<file path="src/rtl/sys_arr_feed_ctrl.sv">
// -----------------------------------------------------------------------------
// sys_arr_feed_ctrl
//
// Purpose:
//   Sequences the N row-input FIFOs of a systolic array. In LOAD it accepts
//   one matrix row per valid/ready handshake and loads it into the FIFO for
//   that row. After N rows it runs a skewed FEED phase in which FIFO i starts
//   shifting i cycles after FIFO 0. This forms the diagonal wavefront the
//   array expects. A single DONE cycle then pulses tile_done.
//
// Parameters:
//   N   array dimension (FIFOs, rows per tile, elements per row)
//   DW  element width in bits
//
// Ports:
//   clk               rising-edge clock
//   rst               synchronous active-high reset
//   row_valid         producer presents a row on row_data
//   row_ready         row accepted this cycle (LOAD state only)
//   row_data          one row, element 0 in bits [DW-1:0]
//   array_stall       array cannot consume; freezes the feed phase
//   fifo_load         registered one-hot load strobe, bit r -> FIFO r
//   fifo_load_values  registered row data broadcast to all FIFOs
//   fifo_shift        per-FIFO shift strobe (combinational)
//   busy              high in FEED and DONE
//   tile_done         one-cycle pulse at the end of the feed phase
//   stall_cycles      (SYS_ARR_FEED_PERF_EN only) stalled FEED cycles of
//                     the current/last tile, saturating
//
// Build option:
//   `define SYS_ARR_FEED_PERF_EN adds the stall_cycles performance counter.
// -----------------------------------------------------------------------------
module sys_arr_feed_ctrl #(
    parameter int N  = 4,
    parameter int DW = 16
) (
    input  logic            clk,
    input  logic            rst,
    input  logic            row_valid,
    output logic            row_ready,
    input  logic [DW*N-1:0] row_data,
    input  logic            array_stall,
    output logic [N-1:0]    fifo_load,
    output logic [DW*N-1:0] fifo_load_values,
    output logic [N-1:0]    fifo_shift,
    output logic            busy,
    output logic            tile_done
`ifdef SYS_ARR_FEED_PERF_EN
    ,
    output logic [31:0]     stall_cycles
`endif
);

    localparam int RCW = (N > 1) ? $clog2(N) : 1;
    localparam int FCW = $clog2(2 * N);

    localparam logic [RCW-1:0] LAST_ROW  = RCW'(N - 1);
    localparam logic [FCW-1:0] FEED_LAST = FCW'(2 * N - 2);
    localparam logic [N-1:0]   ONE_HOT0  = N'(1);

    typedef enum logic [1:0] {
        ST_LOAD,
        ST_FEED,
        ST_DONE
    } state_e;

    state_e            state_q, state_d;
    logic [RCW-1:0]    row_cnt_q, row_cnt_d;
    logic [FCW-1:0]    feed_cnt_q, feed_cnt_d;
    logic [N-1:0]      fifo_load_q, fifo_load_d;
    logic [DW*N-1:0]   load_values_q, load_values_d;

    // -------------------------------------------------------------------------
    // Next-state and output logic
    // -------------------------------------------------------------------------
    always_comb begin
        // NOTE: every signal driven here gets a default first, so no path
        // leaves it unassigned and no latch is inferred.
        state_d       = state_q;
        row_cnt_d     = row_cnt_q;
        feed_cnt_d    = feed_cnt_q;
        fifo_load_d   = '0;
        load_values_d = load_values_q;
        row_ready     = 1'b0;
        fifo_shift    = '0;
        busy          = 1'b0;
        tile_done     = 1'b0;

        unique case (state_q)
            ST_LOAD: begin
                row_ready = 1'b1;
                if (row_valid) begin
                    fifo_load_d   = ONE_HOT0 << row_cnt_q;
                    load_values_d = row_data;
                    if (row_cnt_q == LAST_ROW) begin
                        row_cnt_d  = '0;
                        feed_cnt_d = '0;
                        state_d    = ST_FEED;
                    end else begin
                        row_cnt_d = row_cnt_q + RCW'(1);
                    end
                end
            end

            ST_FEED: begin
                busy = 1'b1;
                if (!array_stall) begin
                    // FIFO i is active for the N feed steps starting at step i,
                    // which produces the diagonal wavefront.
                    for (int i = 0; i < N; i++) begin
                        fifo_shift[i] = (int'(feed_cnt_q) >= i) &&
                                        (int'(feed_cnt_q) < i + N);
                    end
                    if (feed_cnt_q == FEED_LAST) begin
                        feed_cnt_d = '0;
                        state_d    = ST_DONE;
                    end else begin
                        feed_cnt_d = feed_cnt_q + FCW'(1);
                    end
                end
            end

            ST_DONE: begin
                busy      = 1'b1;
                tile_done = 1'b1;
                state_d   = ST_LOAD;
            end

            default: state_d = ST_LOAD;
        endcase

        // State-decoded outputs read as zero while reset is held. This also
        // blocks any handshake during reset.
        if (rst) begin
            row_ready  = 1'b0;
            fifo_shift = '0;
            busy       = 1'b0;
            tile_done  = 1'b0;
        end
    end

    // -------------------------------------------------------------------------
    // State registers
    // -------------------------------------------------------------------------
    always_ff @(posedge clk) begin
        // NOTE: non-blocking assignments make every register sample the
        // pre-edge value of the others, independent of statement order.
        if (rst) begin
            state_q       <= ST_LOAD;
            row_cnt_q     <= '0;
            feed_cnt_q    <= '0;
            fifo_load_q   <= '0;
            load_values_q <= '0;
        end else begin
            state_q       <= state_d;
            row_cnt_q     <= row_cnt_d;
            feed_cnt_q    <= feed_cnt_d;
            fifo_load_q   <= fifo_load_d;
            load_values_q <= load_values_d;
        end
    end

    assign fifo_load        = fifo_load_q;
    assign fifo_load_values = load_values_q;

`ifdef SYS_ARR_FEED_PERF_EN
    // -------------------------------------------------------------------------
    // Stall counter: cleared on FEED entry and held afterwards, so software can
    // read the previous tile's figure while the next tile loads.
    // -------------------------------------------------------------------------
    logic [31:0] stall_cnt_q, stall_cnt_d;

    always_comb begin
        stall_cnt_d = stall_cnt_q;
        if (state_q == ST_LOAD && state_d == ST_FEED) begin
            stall_cnt_d = '0;
        end else if (state_q == ST_FEED && array_stall && stall_cnt_q != '1) begin
            stall_cnt_d = stall_cnt_q + 32'd1;
        end
    end

    always_ff @(posedge clk) begin
        if (rst) begin
            stall_cnt_q <= '0;
        end else begin
            stall_cnt_q <= stall_cnt_d;
        end
    end

    assign stall_cycles = stall_cnt_q;
`endif

endmodule
</file>
<file path="config.mk">
export PLATFORM = sky130hd
export DESIGN_NAME = sys_arr_feed_ctrl
export DESIGN_NICKNAME = d
export VERILOG_FILES = /design/src/rtl/sys_arr_feed_ctrl.sv
export SDC_FILE = /design/constraint.sdc
export NUM_CORES = 1
export LEC_CHECK = 0
export ABC_CLOCK_PERIOD_IN_PS = 2400
export BUFFER_PORTS_ARGS = -buffer_cell sky130_fd_sc_hd__buf_2
export CAP_MARGIN = 40
export CORE_UTILIZATION = 51
export CTS_BUF_LIST = sky130_fd_sc_hd__clkbuf_4 sky130_fd_sc_hd__clkbuf_8
export CTS_CLUSTER_DIAMETER = 120
export DETAILED_ROUTE_END_ITERATION = 10
export HOLD_SLACK_MARGIN = 0.08
export MAX_ROUTING_LAYER = met4
export PLACE_DENSITY = 0.93
export SLEW_MARGIN = 20
export SYNTH_ARGS = -nofsm -noshare
export SYNTH_HDL_FRONTEND = slang
export SYNTH_SLANG_ARGS = --single-unit
</file>
<file path="constraint.sdc">
create_clock -name clk -period 2.4 [get_ports clk]
set_input_delay 0.24 -clock clk [delete_from_list [all_inputs] [get_ports clk]]
set_output_delay 0.24 -clock clk [all_outputs]
set_load 0.05 [all_outputs]
</file>
Yosys cells after proc, flatten, opt, wreduce, memory -nomap -nowiden
Cells that the tools add are included.
{ "totals": {"latch_bits": 0, "register_bits": 75, "mem_bits_ro": 0, "inputBits": 68, "n_memories": 0, "ramBits": 0} }
{ "op_classes": {"eq_ne": 8, "n_lt_le_gt_ge": 7, "n_addsub": 2, "n_reduce_logical": 10, "shifts": 1, "bitwise_logic": 2, "muxes": 20, "n_div": 0, "n_mul": 0} }
{ "op_table": {"columns": ["op", "n"], "rows": [
  ["3-bit less-than comparator (second input constant)", 4],
  ["3-bit 2-to-1 mux", 4],
  ["4-bit 2-to-1 mux", 3],
  ["2-bit 2-to-1 mux", 5],
  ["2-bit inequality test (second input constant)", 4],
  ["4-bit AND reduction", 2],
  ["3-bit by 2-bit >= comparator with 1-bit output (second input constant)", 2],
  ["1-bit 2-to-1 mux", 6],
  ["3-bit case mux with 2 select lines", 1],
  ["2-bit == test (second input constant)", 2],
  ["2-bit case mux with 2 select lines", 1],
  ["1-bit by 2-bit << shifter with 4-bit output (first input constant)", 1],
  ["3-bit by 1-bit adder with 3-bit output (second input constant)", 1],
  ["3-bit == test (second input constant)", 1],
  ["3-bit by 1-bit >= comparator with 1-bit output (second input constant)", 1],
  ["1-bit logical AND", 3],
  ["3-bit OR reduction", 1],
  ["2-bit by 1-bit adder with 2-bit output (second input constant)", 1],
  ["2-bit by 1-bit == test with 1-bit output (second input constant)", 1],
  ["2-bit zero test", 1],
  ["1-bit NOT", 2],
  ["2-bit AND reduction", 1],
  ["2-bit nonzero test", 1],
  ["2-bit OR reduction", 1]
]} }

Logic depth before layout (Yosys ltp)
Gate-level depths: netlist of the first run.
{ "logic_depth": {"depth_word": 5, "ltp_mapped": 8, "depth_no_buf": 5} }

Worst setup path after synthesis of the first run
Ideal clock, no wire load.
{ "synth_timing": {"kind": "reg2out", "start": "reg state_q[1]", "end": "out fifo_shift[3]", "path_stages_with_launch": 5, "arrival_ns": 2.063, "n_path_buf": 0, "slack_ns": 0.097, "cell_sequence": "dfxtp_1 inv_1 ha_1 nand2_1 a311oi_1"} }
{ "synth_via": {"elab_chain_len": 3} }
{ "synth_rtl": {"columns": ["item", "line_no", "text"], "rows": [
  ["start: declaration", "67", "state_e state_q, state_d;"],
  ["start signal: assignment", "155", "state_q <= state_d;"],
  ["2-bit by 1-bit == test with 1-bit output", "89", "unique case (state_q)"],
  ["4-bit 2-to-1 mux", "89", null],
  ["4-bit 2-to-1 mux", "134", "if (rst) begin"],
  ["end: declaration", "45", "output logic [N-1:0] fifo_shift,"]
]} }
No other way between the ends.

Worst setup path in the final report of the first run
{ "layout_timing": {"start": "reg feed_cnt_q[1]", "end": "out fifo_shift[3]"} }
{ "layout_via": {"elab_chain_len": 5} }
{ "layout_rtl": {"columns": ["item", "line_no", "text"], "rows": [
  ["start: declaration", "69", "logic [FCW-1:0] feed_cnt_q, feed_cnt_d;"],
  ["start signal: assignment", "157", "feed_cnt_q <= feed_cnt_d;"],
  ["3-bit by 2-bit >= comparator with 1-bit output or 3-bit less-than comparator (tied branches)", "111, 112", null],
  ["1-bit logical AND *", "111", "fifo_shift[i] = (int'(feed_cnt_q) >= i) &&"],
  ["4-bit 2-to-1 mux *", "107", "if (!array_stall) begin"],
  ["4-bit 2-to-1 mux *", "89", null],
  ["4-bit 2-to-1 mux *", "134", null]
]} }
Mark *: on every way between the ends. The rest lies on a longest branch, timed or not.

==> results of run 1 <==
cells by family after synthesis:
kind of cell / after synthesis / synth area share
flops: 75 / 0.5181
xor+xnor: 1 / 0.003023
mux: 6 / 0.02073
compound gates: 70 / 0.1274
simple gates: 165 / 0.2349
fa+ha+maj: 9 / 0.03886
buf+inv: 30 / 0.05700
metrics by stage:
step           setup slack (ns)    util  instances  area [um2]
3_3_place_gp             0.6987  0.6549        550        3606
2_1_floorplan           0.09732       -        356        2898
6_report                 0.3402  0.6987        566        3847
4_1_cts                  0.3159  0.6987        566        3847
3_5_place_dp             0.6226  0.6549        550        3606
5_1_grt                  0.2099  0.6987        566        3847
how the worst max path moves through the flow:
stage                        from              endpoint  cells after the start  slack [ns]
detailed placement     state_q[0]  fifo_load_values[51]                      6        0.62
CTS                 feed_cnt_q[1]         fifo_shift[3]                      5        0.32
finish              feed_cnt_q[1]         fifo_shift[3]                      5        0.34
global placement       state_q[0]  fifo_load_values[45]                      6        0.70
floorplan              state_q[1]         fifo_shift[3]                      4         0.1
global route           state_q[1]         fifo_shift[1]                      5        0.21
registers in the layout (all words and copies together), names as in the netlist:
name	cells
state_q	2
feed_cnt_q	3
fifo_load	4
fifo_load_values	64
row_cnt_q	2
power by group:
group          internal [uW]  total [uW]  switching, uW
Clock                    685        1120            433
Combinational            237         917            679
Sequential              1360        1430           67.5
worst max-delay path, delay by kind of cell, from the launching register on:
family,cells,cell delay [ns]
AO/OA/AOI/OAI,2,0.26
adder cells (fa/ha/maj),2,0.38
buffers and inverters,1,0.30
flip-flops,1,0.56
synth_stat cells (2+ instances only):
library cell               count  area share
sky130_fd_sc_hd__ha_1          9       0.039
sky130_fd_sc_hd__inv_1         5      0.0065
sky130_fd_sc_hd__nor2b_1       3      0.0065
sky130_fd_sc_hd__nor2_1       10       0.013
sky130_fd_sc_hd__clkbuf_1     11       0.014
sky130_fd_sc_hd__nor4_1        2      0.0043
sky130_fd_sc_hd__nand2_1     140        0.18
sky130_fd_sc_hd__a21oi_1      65        0.11
sky130_fd_sc_hd__buf_2         6       0.010
sky130_fd_sc_hd__mux2i_1       6       0.021
sky130_fd_sc_hd__dfxtp_1      75        0.52
sky130_fd_sc_hd__a211oi_1      2      0.0052
sky130_fd_sc_hd__nand3_1       2      0.0035
sky130_fd_sc_hd__buf_6         4       0.016
sky130_fd_sc_hd__buf_4         4       0.010
sky130_fd_sc_hd__nor4b_1       2      0.0060
cell type report:
type                            count  area share
Sequential cell                    75      0.3902
Multi-Input combinational cell    251      0.3210
Timing Repair Buffer              147      0.1977
Clock buffer                       13     0.04488
Tap cell                           72     0.02341
Clock inverter                      3     0.01789
Inverter                            5    0.004878
cells in the final DEF (no fill, tap or decap), drive strengths merged, types with 3 or more instances in the layout:
master  netlist  routed
inv           5       5
mux2i         6       6
clkbuf       11      13
nor2         10      10
buf          14     147
a21oi        65      65
dfxtp        75      75
a211oi        3       3
ha            9       9
nor2b         3       3
nand2       140     140
routing by layer:
layer	part of all wire	vias up	GRT usage
met1	0.39	1236	0.2496
met3	0.073	14	0.06000
met5	0	-	-
li1	-	1417	-
met4	0.022	0	0.1264
met2	0.51	129	0.4230
==> impl_results.html, run 1 <==
<table>
<tr><th>Metric</th><th>Value</th></tr>
<tr><th colspan="2">STA</th></tr>
<tr><td>Tightest Pin Transition</td><td>0.5824 ns</td></tr>
<tr><td>Final-layout setup total negative slack</td><td>0 ns</td></tr>
<tr><td>Setup skew after layout</td><td>0.009990 ns</td></tr>
<tr><td>Number of setup violations in the final report</td><td>0</td></tr>
<tr><td>Final Cycle Share</td><td>0.8583</td></tr>
<tr><td>Max-slew headroom at the worst pin</td><td>0.6103</td></tr>
<tr><td>Final Hold Viols</td><td>0</td></tr>
<tr><td>Max Clock Freq</td><td>0.4855 GHz</td></tr>
<tr><td>Worst hold slack</td><td>0.1337 ns</td></tr>
<tr><td>Max Slew Vio Count</td><td>0</td></tr>
<tr><td>Tmin final</td><td>~2.1 ns</td></tr>
<tr><td>RSZ-0062 raised after global routing</td><td>no</td></tr>
<tr><th colspan="2">Cells and area</th></tr>
<tr><td>FILL cells</td><td>418</td></tr>
<tr><td>Multi-input logic area</td><td>1235 um2</td></tr>
<tr><td># diodes</td><td>0</td></tr>
<tr><td>Share of cells above drive strength 1</td><td>0.3421</td></tr>
<tr><td>Area taken by flip-flops and latches</td><td>between 1500 and 2000 um2</td></tr>
<tr><td>Net count of the finished layout</td><td>566</td></tr>
<tr><td>Area delta synth-&gt;final</td><td>32.77%</td></tr>
<tr><th colspan="2">Yosys</th></tr>
<tr><td>Flops &amp; latches, synth</td><td>75</td></tr>
<tr><td>Count of synthesis-stage warnings from yosys</td><td>0</td></tr>
<tr><td>Sequential share of the synthesized area</td><td>0.5181</td></tr>
<tr><td>Net Count, Synth</td><td>433</td></tr>
<tr><td>Most frequently used flop master after synthesis</td><td>sky130_fd_sc_hd__dfxtp_1</td></tr>
<tr><td>Post-Syn Area per Cell</td><td>8.140 um2</td></tr>
<tr><td>Synth Cell Area</td><td>around 2900 um2</td></tr>
<tr><td>Share of flip-flops with an asynchronous set or reset after synthesis</td><td>0</td></tr>
<tr><td>Number of enable flip-flop cells after synthesis</td><td>0</td></tr>
<tr><td>Number of instances in the synthesized netlist</td><td>between 300 and 400</td></tr>
<tr><td>Number of unique standard cell types used by synthesis</td><td>26</td></tr>
<tr><th colspan="2">Detailed routing</th></tr>
<tr><td>Routed Antenna Nets</td><td>0</td></tr>
<tr><td>Number of violations reported at the end of detailed-routing iteration 0</td><td>roughly 190</td></tr>
<tr><td>Routed wire length</td><td>around 7000 um</td></tr>
<tr><td>Residual DRC count</td><td>0</td></tr>
<tr><td>Iteration count of the initial detailed-routing pass</td><td>6</td></tr>
<tr><td>Via count</td><td>2796</td></tr>
<tr><td>Routed wire per std cell</td><td>12.31 um</td></tr>
<tr><td>Post-DR vias/cell</td><td>4.940</td></tr>
<tr><th colspan="2">Min path</th></tr>
<tr><td>Worst hold path endpoint</td><td>fifo_load_values[42]</td></tr>
<tr><td>Worst Hold Depth</td><td>3</td></tr>
<tr><td>Hold wc startpoint</td><td>row_data[42]</td></tr>
<tr><td>Tightest Hold Check Type</td><td>input port to flip-flop</td></tr>
<tr><th colspan="2">Power and ir drop</th></tr>
<tr><td>Total power draw</td><td>3467 uW</td></tr>
<tr><td>Areal power density over the cells</td><td>901.1 nW/um2</td></tr>
<tr><td>Pleak</td><td>0.001896 uW</td></tr>
<tr><td>Largest voltage drop on the vdd net</td><td>0.0005104 V</td></tr>
<tr><th colspan="2">Placement</th></tr>
<tr><td>Number of input and output port buffers inserted</td><td>142</td></tr>
<tr><td>HPWL reported at the end of detailed placement</td><td>4824 um</td></tr>
<tr><td>Global placer's final weighted congestion</td><td>around 0.86</td></tr>
<tr><th colspan="2">Critical path</th></tr>
<tr><td>Worst R2R Start</td><td>state_q[0]</td></tr>
<tr><td>List of cells traversed by the critical path</td><td>ha_1, ha_1, a211oi_1, a311oi_1, buf_2</td></tr>
<tr><td>Required @ worst endpoint</td><td>2.16 ns</td></tr>
<tr><td>Cell at the slowest stage of the critical path</td><td>sky130_fd_sc_hd__dfxtp_1</td></tr>
<tr><td>Cell repeated most along the worst path</td><td>sky130_fd_sc_hd__ha_1</td></tr>
<tr><td>Reg2reg path depth</td><td>6</td></tr>
<tr><td>Worst setup EP type</td><td>output pin</td></tr>
<tr><td>Startpoint kind of the worst setup timing path</td><td>flip-flop</td></tr>
<tr><td>Maximum fanout along the worst path</td><td>10</td></tr>
<tr><td>Setup CP Type</td><td>flip-flop to output pin</td></tr>
<tr><td>Setup slack, reg-to-reg</td><td>between 0.5 and 0.6 ns</td></tr>
<tr><td>Reg2Reg Capture Point</td><td>fifo_load_values[51]</td></tr>
<tr><td>Delay of the slowest cell on the worst path</td><td>0.56 ns</td></tr>
<tr><td>Arrival time reported for the critical path endpoint</td><td>1.82 ns</td></tr>
<tr><th colspan="2">Global routing</th></tr>
<tr><td>Largest net degree at the start of global routing</td><td>45</td></tr>
<tr><td>Vias in the first global route</td><td>2523</td></tr>
<tr><td>Global-route total usage across every layer</td><td>0.2417</td></tr>
<tr><td>Number of antenna violations at the first check in global routing</td><td>0</td></tr>
<tr><td>Global-route wire length before repair</td><td>about 11000 um</td></tr>
<tr><td>GR Overflow Total</td><td>0</td></tr>
<tr><th colspan="2">Run</th></tr>
<tr><td>Max-cap viol count</td><td>0</td></tr>
<tr><th colspan="2">Floorplanning</th></tr>
<tr><td>FP Rows</td><td>27</td></tr>
<tr><td>Die width</td><td>77.38 um</td></tr>
<tr><td>Ports</td><td>143</td></tr>
<tr><td>Floorplan Core Area</td><td>5507 um2</td></tr>
<tr><td>Initial Util</td><td>0.5262</td></tr>
<tr><td>Height of the die</td><td>77.38 um</td></tr>
<tr><td>Die Outline Area</td><td>5988 um2</td></tr>
<tr><th colspan="2">Clock network</th></tr>
<tr><td>Number of clock sinks</td><td>75</td></tr>
<tr><td>Number of buffers inserted by post-CTS setup repair</td><td>0</td></tr>
<tr><td>Clock root cell</td><td>sky130_fd_sc_hd__clkbuf_8</td></tr>
<tr><td>Maximum number of buffers from clock root to sink</td><td>2</td></tr>
<tr><td>Clk slew on worst S/H paths</td><td>0.08 ns</td></tr>
<tr><td>Later-pin clock latency in the skew report</td><td>0.33 ns</td></tr>
<tr><td>Post-cts hold buffer count</td><td>0</td></tr>
<tr><td>TritonCTS clock tree</td><td>built</td></tr>
<tr><td>H-tree levels</td><td>3</td></tr>
<tr><td>Number of CTS-inserted buffers</td><td>9</td></tr>
<tr><td>Number of gates resized after cts</td><td>0</td></tr>
<tr><th colspan="2">Outcome</th></tr>
<tr><td>Result of the run</td><td>complete, no violations</td></tr>
</table>
(Power assumes the default switching activity.)
==> inputs of run 2 (changes only) <==
--- a/config.mk
+++ b/config.mk
@@ -8,13 +8,15 @@
 export ABC_CLOCK_PERIOD_IN_PS = 2400
 export BUFFER_PORTS_ARGS = -buffer_cell sky130_fd_sc_hd__buf_2
 export CAP_MARGIN = 40
-export CORE_UTILIZATION = 51
+export CELL_PAD_IN_SITES_DETAIL_PLACEMENT = 2
+export CELL_PAD_IN_SITES_GLOBAL_PLACEMENT = 2
+export CORE_UTILIZATION = 27
 export CTS_BUF_LIST = sky130_fd_sc_hd__clkbuf_4 sky130_fd_sc_hd__clkbuf_8
 export CTS_CLUSTER_DIAMETER = 120
 export DETAILED_ROUTE_END_ITERATION = 10
 export HOLD_SLACK_MARGIN = 0.08
 export MAX_ROUTING_LAYER = met4
-export PLACE_DENSITY = 0.93
+export PLACE_DENSITY = 0.91
 export SLEW_MARGIN = 20
 export SYNTH_ARGS = -nofsm -noshare
 export SYNTH_HDL_FRONTEND = slang
==> run 2 against run 1 <==
Net effect: register-to-register slack improved by 0.02 ns; die area increased by 86%; final cell count increased by 11%; non-clock buffer count increased by 1; worst hold slack improved by 0.00064 ns; sequential power about the same; global-route usage decreased by 5.8 points; largest cell class unchanged.
==> impl_results.html, run 2 (synthesized netlist as in run 1, its figures left out) <==
<table>
<tr><th>Metric</th><th>Value</th></tr>
<tr><th colspan="2">STA</th></tr>
<tr><td>Number of setup violations in the final report</td><td>0 (unchanged)</td></tr>
<tr><td>Max-slew headroom at the worst pin</td><td>0.6216 (+0.01129)</td></tr>
<tr><td>Final Hold Viols</td><td>0 (unchanged)</td></tr>
<tr><td>Max Clock Freq</td><td>0.4749 GHz (-2.2%)</td></tr>
<tr><td>RSZ-0062 raised after global routing</td><td>no</td></tr>
<tr><td>Setup skew after layout</td><td>0.002493 ns (-0.007497 ns)</td></tr>
<tr><td>Tightest Pin Transition</td><td>0.5656 ns (-0.01688 ns)</td></tr>
<tr><td>Tmin final</td><td>2.106 ns (+0.04568 ns)</td></tr>
<tr><td>Final Cycle Share</td><td>0.8773 (+0.01903)</td></tr>
<tr><td>Max Slew Vio Count</td><td>0 (unchanged)</td></tr>
<tr><td>Final-layout setup total negative slack</td><td>0 ns (unchanged)</td></tr>
<tr><th colspan="2">Clock network</th></tr>
<tr><td>Maximum number of buffers from clock root to sink</td><td>2 (unchanged)</td></tr>
<tr><td>TritonCTS clock tree</td><td>built</td></tr>
<tr><td>Number of CTS-inserted buffers</td><td>9 (unchanged)</td></tr>
<tr><td>Later-pin clock latency in the skew report</td><td>0.34 ns (about the same)</td></tr>
<tr><td>Number of clock sinks</td><td>75 (unchanged)</td></tr>
<tr><td>Post-cts hold buffer count</td><td>0 (unchanged)</td></tr>
<tr><td>Clock root cell</td><td>sky130_fd_sc_hd__clkbuf_8</td></tr>
<tr><td>H-tree levels</td><td>3 (unchanged)</td></tr>
<tr><td>Clk slew on worst S/H paths</td><td>0.08 ns (about the same)</td></tr>
<tr><td>Number of buffers inserted by post-CTS setup repair</td><td>0 (unchanged)</td></tr>
<tr><td>Number of gates resized after cts</td><td>0 (unchanged)</td></tr>
<tr><th colspan="2">Global routing</th></tr>
<tr><td>Global-route wire length before repair</td><td>15620 um (+41%)</td></tr>
<tr><td>Number of antenna violations at the first check in global routing</td><td>1 (+1)</td></tr>
<tr><td>GR Overflow Total</td><td>0 (unchanged)</td></tr>
<tr><td>Vias in the first global route</td><td>3172 (+26%)</td></tr>
<tr><td>Largest net degree at the start of global routing</td><td>47 (+4.4%)</td></tr>
<tr><td>Global-route total usage across every layer</td><td>0.1837 (-0.05803)</td></tr>
<tr><th colspan="2">Floorplanning</th></tr>
<tr><td>Ports</td><td>143 (unchanged)</td></tr>
<tr><td>FP Rows</td><td>37 (+37%)</td></tr>
<tr><td>Initial Util</td><td>0.2794 (-0.2468)</td></tr>
<tr><td>Height of the die</td><td>105.6 um (+36%)</td></tr>
<tr><td>Die Outline Area</td><td>11150 um2 (+86%)</td></tr>
<tr><td>Die width</td><td>105.6 um (+36%)</td></tr>
<tr><td>Floorplan Core Area</td><td>10370 um2 (+88%)</td></tr>
<tr><th colspan="2">Cells and area</th></tr>
<tr><td>Highest-count cells in the layout ignoring fill and taps</td><td>sky130_fd_sc_hd__buf_2 (142), sky130_fd_sc_hd__nand2_1 (139), sky130_fd_sc_hd__dfxtp_1 (75)</td></tr>
<tr><td>Most common library cell in the layout ignoring fill and taps</td><td>sky130_fd_sc_hd__buf_2</td></tr>
<tr><td>Area delta synth-&gt;final</td><td>34.50%</td></tr>
<tr><td>Area taken by flip-flops and latches</td><td>1501 um2 (unchanged)</td></tr>
<tr><td>Net count of the finished layout</td><td>567 (+0.18%)</td></tr>
<tr><td>Multi-input logic area</td><td>1235 um2 (unchanged)</td></tr>
<tr><td>Share of cells above drive strength 1</td><td>0.3421 (unchanged)</td></tr>
<tr><td>Cell area after layout</td><td>3897 um2 (+1.3%)</td></tr>
<tr><td>FILL cells</td><td>1269 (+200%)</td></tr>
<tr><td>Flip-flop count of the largest register, all copies and words added</td><td>64 (unchanged)</td></tr>
<tr><th colspan="2">Critical path</th></tr>
<tr><td>Delay of the slowest cell on the worst path</td><td>0.33 ns (-0.23 ns)</td></tr>
<tr><td>Setup CP Type</td><td>flip-flop to output pin</td></tr>
<tr><td>Worst setup EP type</td><td>output pin</td></tr>
<tr><td>Reg2reg path depth</td><td>6 (unchanged)</td></tr>
<tr><td>Cell at the slowest stage of the critical path</td><td>sky130_fd_sc_hd__dfxtp_1</td></tr>
<tr><td>Count of buffer and inverter cells on the critical path</td><td>2 (+1)</td></tr>
<tr><td>Maximum fanout along the worst path</td><td>7 (-3)</td></tr>
<tr><td>Startpoint kind of the worst setup timing path</td><td>flip-flop</td></tr>
<tr><td>Stages on the worst setup path</td><td>5 (unchanged)</td></tr>
<tr><td>List of cells traversed by the critical path</td><td>inv_1, ha_1, nand2_1, a311oi_1, buf_2</td></tr>
<tr><td>Cell family with most CP delay</td><td>buffers and inverters</td></tr>
<tr><td>Required @ worst endpoint</td><td>2.16 ns (about the same)</td></tr>
<tr><td>Arrival time reported for the critical path endpoint</td><td>1.87 ns (+0.05 ns)</td></tr>
<tr><th colspan="2">Detailed routing</th></tr>
<tr><td>Routed wire per std cell</td><td>15.22 um (+24%)</td></tr>
<tr><td>Post-DR vias/cell</td><td>4.594 (-7.0%)</td></tr>
<tr><td>Routed Antenna Nets</td><td>0 (unchanged)</td></tr>
<tr><td>Iteration count of the initial detailed-routing pass</td><td>6 (unchanged)</td></tr>
<tr><td>Number of violations reported at the end of detailed-routing iteration 0</td><td>85 (-55%)</td></tr>
<tr><td>Via count</td><td>2899 (+3.7%)</td></tr>
<tr><td>Residual DRC count</td><td>0 (unchanged)</td></tr>
<tr><td>Routed wire length</td><td>9602 um (+38%)</td></tr>
<tr><th colspan="2">Power and ir drop</th></tr>
<tr><td>Areal power density over the cells</td><td>870.2 nW/um2 (-3.4%)</td></tr>
<tr><td>Pleak</td><td>0.001883 uW (-0.64%)</td></tr>
<tr><td>Largest voltage drop on the vdd net</td><td>0.0002916 V (-43%)</td></tr>
<tr><th colspan="2">Placement</th></tr>
<tr><td>Number of input and output port buffers inserted</td><td>142 (unchanged)</td></tr>
<tr><td>HPWL reported at the end of detailed placement</td><td>6953 um (+44%)</td></tr>
<tr><td>Dpl cell area</td><td>3694 um2 (+2.4%)</td></tr>
<tr><td>Global placer's final weighted congestion</td><td>0.7073 (-18%)</td></tr>
<tr><th colspan="2">Outcome</th></tr>
<tr><td>Result of the run</td><td>complete, no violations</td></tr>
<tr><th colspan="2">Run</th></tr>
<tr><td>Max-cap viol count</td><td>0 (unchanged)</td></tr>
<tr><th colspan="2">Min path</th></tr>
<tr><td>Worst Hold Depth</td><td>3 (unchanged)</td></tr>
<tr><td>Tightest Hold Check Type</td><td>input port to flip-flop</td></tr>
</table>
run 2: cell types whose count changed in the layout (fill, tap and decap cells not counted):
| cell | change |
|---|---|
| sky130_fd_sc_hd__buf_4 | +1 |
| sky130_fd_sc_hd__clkbuf_8 | -1 |
| sky130_fd_sc_hd__clkinv_4 | -1 |
| sky130_fd_sc_hd__bufinv_16 | -1 |
| sky130_fd_sc_hd__clkbuf_4 | +1 |
| sky130_fd_sc_hd__diode_2 | +1 |
| sky130_fd_sc_hd__clkinv_2 | +1 |
run 2: through the flow:
stage | cells | hold WS (ns) | worst slack (ns) | util | total power, uW
global route | 631 | 0.1148 | 0.1293 | 0.3758 | 3581
floorplan | 356 | 0.3760 | 0.09732 | - | 2159
CTS | 630 | 0.1057 | 0.2586 | 0.3756 | 3455
finish | 631 | 0.1343 | 0.2945 | 0.3758 | 3391
global placement | 615 | 0.4394 | 0.6982 | 0.3562 | 2381
detailed placement | 615 | 0.4482 | 0.5676 | 0.3562 | 2427
run 2: cell type report:
class	instances	area share
antenna	1	0.0006421
clock buffer	13	0.04270
clock inverter	2	0.008989
inverter	5	0.004815
multi-input combinational	251	0.3169
sequential	75	0.3852
tap	136	0.04366
timing repair buffer	148	0.1971
run 2: worst paths after layout:
check	from	end	slack, ns
max	state_q[1]	fifo_shift[3]	0.29
min	row_data[18]	fifo_load_values[18]	0.13
max reg2reg	state_q[0]	fifo_load_values[52]	0.57
min reg2reg	fifo_load_values[13]	fifo_load_values[13]	0.46
run 2: report_power, final:
| part | internal (uW) | leakage, uW | switching (uW) | total, uW |
|---|---|---|---|---|
| Clock | 554 | 0.000106 | 449 | 1000 |
| Sequential | 1360 | 0.000617 | 69.9 | 1430 |
| Combinational | 242 | 0.00116 | 712 | 954 |
| Total | 2160 | 0.00188 | 1230 | 3390 |
run 2: tightest hold or removal path, delay by kind of cell:
family / cells / cell delay (ns)
AND/OR/NAND/NOR: 1 / 0.05
AO/OA/AOI/OAI: 1 / 0.05
buffers and inverters: 1 / 0.09
run 2: routing by layer:
layer	GRT usage	up-vias	wire length, um
li1	-	1417	-
met1	0.2077	1386	4049
met2	0.3177	87	4993
met3	0.04020	9	449
met4	0.06845	0	110
met5	-	-	0
==> inputs of run 3 (changes only) <==
--- a/config.mk
+++ b/config.mk
@@ -6,7 +6,7 @@
 export NUM_CORES = 1
 export LEC_CHECK = 0
 export ABC_CLOCK_PERIOD_IN_PS = 2400
-export BUFFER_PORTS_ARGS = -buffer_cell sky130_fd_sc_hd__buf_2
+export BUFFER_PORTS_ARGS = -buffer_cell sky130_fd_sc_hd__clkbuf_2
 export CAP_MARGIN = 40
 export CELL_PAD_IN_SITES_DETAIL_PLACEMENT = 2
 export CELL_PAD_IN_SITES_GLOBAL_PLACEMENT = 2
==> run 3 against run 2 <==
Net effect: combinational power fell by 1%; clock-buffer cell count fell by 3; sequential power barely moved; critical path depth did not move; routed wire length fell by 4.2%; design area rose by 0.16%; non-clock buffer count did not move; clock power rose by 5%; final cell count fell by 0.16%; register-to-register slack improved by 0.06 ns.
==> impl_results.html, run 3 (synthesized netlist as in run 1, its figures left out) <==
<table>
<tr><th>Metric</th><th>Value</th></tr>
<tr><th colspan="2">Outcome</th></tr>
<tr><td>Result of the run</td><td>complete, no violations</td></tr>
<tr><th colspan="2">Global routing</th></tr>
<tr><td>Global-route total usage across every layer</td><td>0.1725 (-0.01120)</td></tr>
<tr><td>Global-route wire length before repair</td><td>14840 um (-5.0%)</td></tr>
<tr><td>Largest net degree at the start of global routing</td><td>55 (+17%)</td></tr>
<tr><td>GR Overflow Total</td><td>0 (unchanged)</td></tr>
<tr><td>Number of antenna violations at the first check in global routing</td><td>0 (-1)</td></tr>
<tr><td>Vias in the first global route</td><td>3079 (-2.9%)</td></tr>
<tr><th colspan="2">Detailed routing</th></tr>
<tr><td>Routed Antenna Nets</td><td>0 (unchanged)</td></tr>
<tr><td>Number of violations reported at the end of detailed-routing iteration 0</td><td>77 (-9.4%)</td></tr>
<tr><td>Post-DR vias/cell</td><td>4.567 (-0.60%)</td></tr>
<tr><td>Residual DRC count</td><td>0 (unchanged)</td></tr>
<tr><td>Iteration count of the initial detailed-routing pass</td><td>4 (-2)</td></tr>
<tr><td>Routed wire length</td><td>9197 um (-4.2%)</td></tr>
<tr><td>Routed wire per std cell</td><td>14.60 um (-4.1%)</td></tr>
<tr><td>Via count</td><td>2877 (-0.76%)</td></tr>
<tr><th colspan="2">Critical path</th></tr>
<tr><td>Maximum fanout along the worst path</td><td>7 (unchanged)</td></tr>
<tr><td>Worst setup EP type</td><td>output pin</td></tr>
<tr><td>List of cells traversed by the critical path</td><td>inv_1, ha_1, nand2_1, a311oi_1, clkbuf_2</td></tr>
<tr><td>Setup slack, reg-to-reg</td><td>0.63 ns (+0.06 ns)</td></tr>
<tr><td>Delay of the slowest cell on the worst path</td><td>0.34 ns (about the same)</td></tr>
<tr><td>Worst R2R Start</td><td>state_q[0]</td></tr>
<tr><td>Stages on the worst setup path</td><td>5 (unchanged)</td></tr>
<tr><td>Startpoint kind of the worst setup timing path</td><td>flip-flop</td></tr>
<tr><td>Reg2Reg Capture Point</td><td>fifo_load_values[2]</td></tr>
<tr><td>Count of buffer and inverter cells on the critical path</td><td>2 (unchanged)</td></tr>
<tr><td>Cell at the slowest stage of the critical path</td><td>sky130_fd_sc_hd__ha_1</td></tr>
<tr><td>Setup CP Type</td><td>flip-flop to output pin</td></tr>
<tr><td>Launch point of the worst path</td><td>state_q[1]</td></tr>
<tr><td>Arrival time reported for the critical path endpoint</td><td>1.87 ns (about the same)</td></tr>
<tr><td>Capturing instance or port of the critical path</td><td>fifo_shift[3]</td></tr>
<tr><td>Cell family with most CP delay</td><td>buffers and inverters</td></tr>
<tr><td>Reg2reg path depth</td><td>6 (unchanged)</td></tr>
<tr><td>Required @ worst endpoint</td><td>2.16 ns (about the same)</td></tr>
<tr><th colspan="2">Clock network</th></tr>
<tr><td>Maximum number of buffers from clock root to sink</td><td>2 (unchanged)</td></tr>
<tr><td>H-tree levels</td><td>3 (unchanged)</td></tr>
<tr><td>Number of gates resized after cts</td><td>0 (unchanged)</td></tr>
<tr><td>Clock root cell</td><td>sky130_fd_sc_hd__clkbuf_8</td></tr>
<tr><td>Number of CTS-inserted buffers</td><td>9 (unchanged)</td></tr>
<tr><td>Number of clock sinks</td><td>75 (unchanged)</td></tr>
<tr><td>Clk slew on worst S/H paths</td><td>0.09 ns (about the same)</td></tr>
<tr><td>Later-pin clock latency in the skew report</td><td>0.34 ns (about the same)</td></tr>
<tr><td>Post-cts hold buffer count</td><td>0 (unchanged)</td></tr>
<tr><td>TritonCTS clock tree</td><td>built</td></tr>
<tr><td>Number of buffers inserted by post-CTS setup repair</td><td>0 (unchanged)</td></tr>
<tr><th colspan="2">Floorplanning</th></tr>
<tr><td>Floorplan Core Area</td><td>10370 um2 (unchanged)</td></tr>
<tr><td>Initial Util</td><td>0.2794 (unchanged)</td></tr>
<tr><td>Height of the die</td><td>105.6 um (unchanged)</td></tr>
<tr><td>Die width</td><td>105.6 um (unchanged)</td></tr>
<tr><td>FP Rows</td><td>37 (unchanged)</td></tr>
<tr><td>Ports</td><td>143 (unchanged)</td></tr>
<tr><td>Die Outline Area</td><td>11150 um2 (unchanged)</td></tr>
<tr><th colspan="2">Cells and area</th></tr>
<tr><td># diodes</td><td>0 (-1)</td></tr>
<tr><td>FILL cells</td><td>1242 (-2.1%)</td></tr>
<tr><td>Net count of the finished layout</td><td>567 (unchanged)</td></tr>
<tr><td>Area delta synth-&gt;final</td><td>34.71%</td></tr>
<tr><td>Multi-input logic area</td><td>1235 um2 (unchanged)</td></tr>
<tr><td>Most common library cell in the layout ignoring fill and taps</td><td>sky130_fd_sc_hd__clkbuf_2</td></tr>
<tr><td>Flip-flop count of the largest register, all copies and words added</td><td>64 (unchanged)</td></tr>
<tr><td>Area taken by flip-flops and latches</td><td>1501 um2 (unchanged)</td></tr>
<tr><td>Highest-count cells in the layout ignoring fill and taps</td><td>sky130_fd_sc_hd__clkbuf_2 (142), sky130_fd_sc_hd__nand2_1 (139), sky130_fd_sc_hd__dfxtp_1 (75)</td></tr>
<tr><td>Share of cells above drive strength 1</td><td>0.3421 (unchanged)</td></tr>
<tr><td>Fin util</td><td>0.3764 (+0.0006030)</td></tr>
<tr><th colspan="2">Placement</th></tr>
<tr><td>HPWL reported at the end of detailed placement</td><td>6884 um (-1.0%)</td></tr>
<tr><td>Worst Setup Slack post-DPL</td><td>0.6152 ns (+0.04754 ns)</td></tr>
<tr><td>Global placer's final weighted congestion</td><td>0.7065 (-0.11%)</td></tr>
<tr><td>Number of input and output port buffers inserted</td><td>142 (unchanged)</td></tr>
<tr><th colspan="2">STA</th></tr>
<tr><td>Number of setup violations in the final report</td><td>0 (unchanged)</td></tr>
<tr><td>Final-layout setup total negative slack</td><td>0 ns (unchanged)</td></tr>
<tr><td>Final Hold Viols</td><td>0 (unchanged)</td></tr>
<tr><td>Max Clock Freq</td><td>0.4741 GHz (-0.18%)</td></tr>
<tr><td>Setup skew after layout</td><td>0.01400 ns (+0.01151 ns)</td></tr>
<tr><td>Tightest Pin Transition</td><td>0.5880 ns (+0.02240 ns)</td></tr>
<tr><td>RSZ-0062 raised after global routing</td><td>no</td></tr>
<tr><td>Worst hold slack</td><td>0.1159 ns (-0.01844 ns)</td></tr>
<tr><td>Max-slew headroom at the worst pin</td><td>0.6080 (-0.01360)</td></tr>
<tr><td>Final Cycle Share</td><td>0.8789 (+0.001580)</td></tr>
<tr><td>Max Slew Vio Count</td><td>0 (unchanged)</td></tr>
<tr><td>Worst path setup slack after routing</td><td>0.2907 ns (-0.003791 ns)</td></tr>
<tr><td>Tmin final</td><td>2.109 ns (+0.003791 ns)</td></tr>
<tr><th colspan="2">Power and ir drop</th></tr>
<tr><td>Largest voltage drop on the vdd net</td><td>0.0003477 V (+19%)</td></tr>
<tr><td>Areal power density over the cells</td><td>879.0 nW/um2 (+1.0%)</td></tr>
<tr><td>Pleak</td><td>0.001854 uW (-1.6%)</td></tr>
<tr><td>Total power draw</td><td>3431 uW (+1.2%)</td></tr>
<tr><th colspan="2">Min path</th></tr>
<tr><td>Tightest Hold Check Type</td><td>input port to flip-flop</td></tr>
<tr><th colspan="2">Run</th></tr>
<tr><td>Max-cap viol count</td><td>0 (unchanged)</td></tr>
</table>
## run 3: worst min path at each step
stage	from	end	slack (ns)	cells past startpoint
final	row_data[9]	fifo_load_values[9]	0.12	3
after global routing	row_data[23]	fifo_load_values[23]	0.11	3
after CTS	row_data[56]	fifo_load_values[56]	0.1	3
after detailed placement	fifo_load_values[21]	fifo_load_values[21]	0.45	2
after global placement	fifo_load_values[50]	fifo_load_values[50]	0.44	2
after floorplan	row_data[13]	fifo_load_values[13]	0.38	2
## run 3: through the flow
step	instances	instance area [um2]
after detailed placement	615	3694
after global routing	630	3904
after CTS	630	3904
after global placement	615	3694
after floorplan	356	2898
final	630	3904
## run 3: metal layers
metal  GRT usage  vias up  routed length, um  share of wire
met2      0.2975       88               4516           0.49
met5           -        -                  0              0
li1            -     1413                  -              -
met1      0.1969     1366               4067           0.44
met3     0.04020       10                480          0.052
met4     0.05754        0                133          0.014
## run 3: worst min-delay path: cells and delay by family
family,cells,cell delay (ns)
buf+inv,1,0.08
simple gates,1,0.05
compound gates,1,0.05
## run 3: cell type report
type                    instances  share of cell area
multi-input cells             251              0.3163
flip-flops and latches         75              0.3846
repair buffers                148              0.1968
well taps                     136             0.04359
clock buffers                  10             0.03365
clock inverters                 5             0.02019
inverters                       5            0.004808
## run 3: power by group
part / leakage, uW / switching, uW / total, uW / internal [uW]
Combinational: 0.00113 / 705 / 943 / 238
Clock: 0.000110 / 462 / 1050 / 590
Sequential: 0.000617 / 71.4 / 1440 / 1360
Total: 0.00185 / 1240 / 3430 / 2190
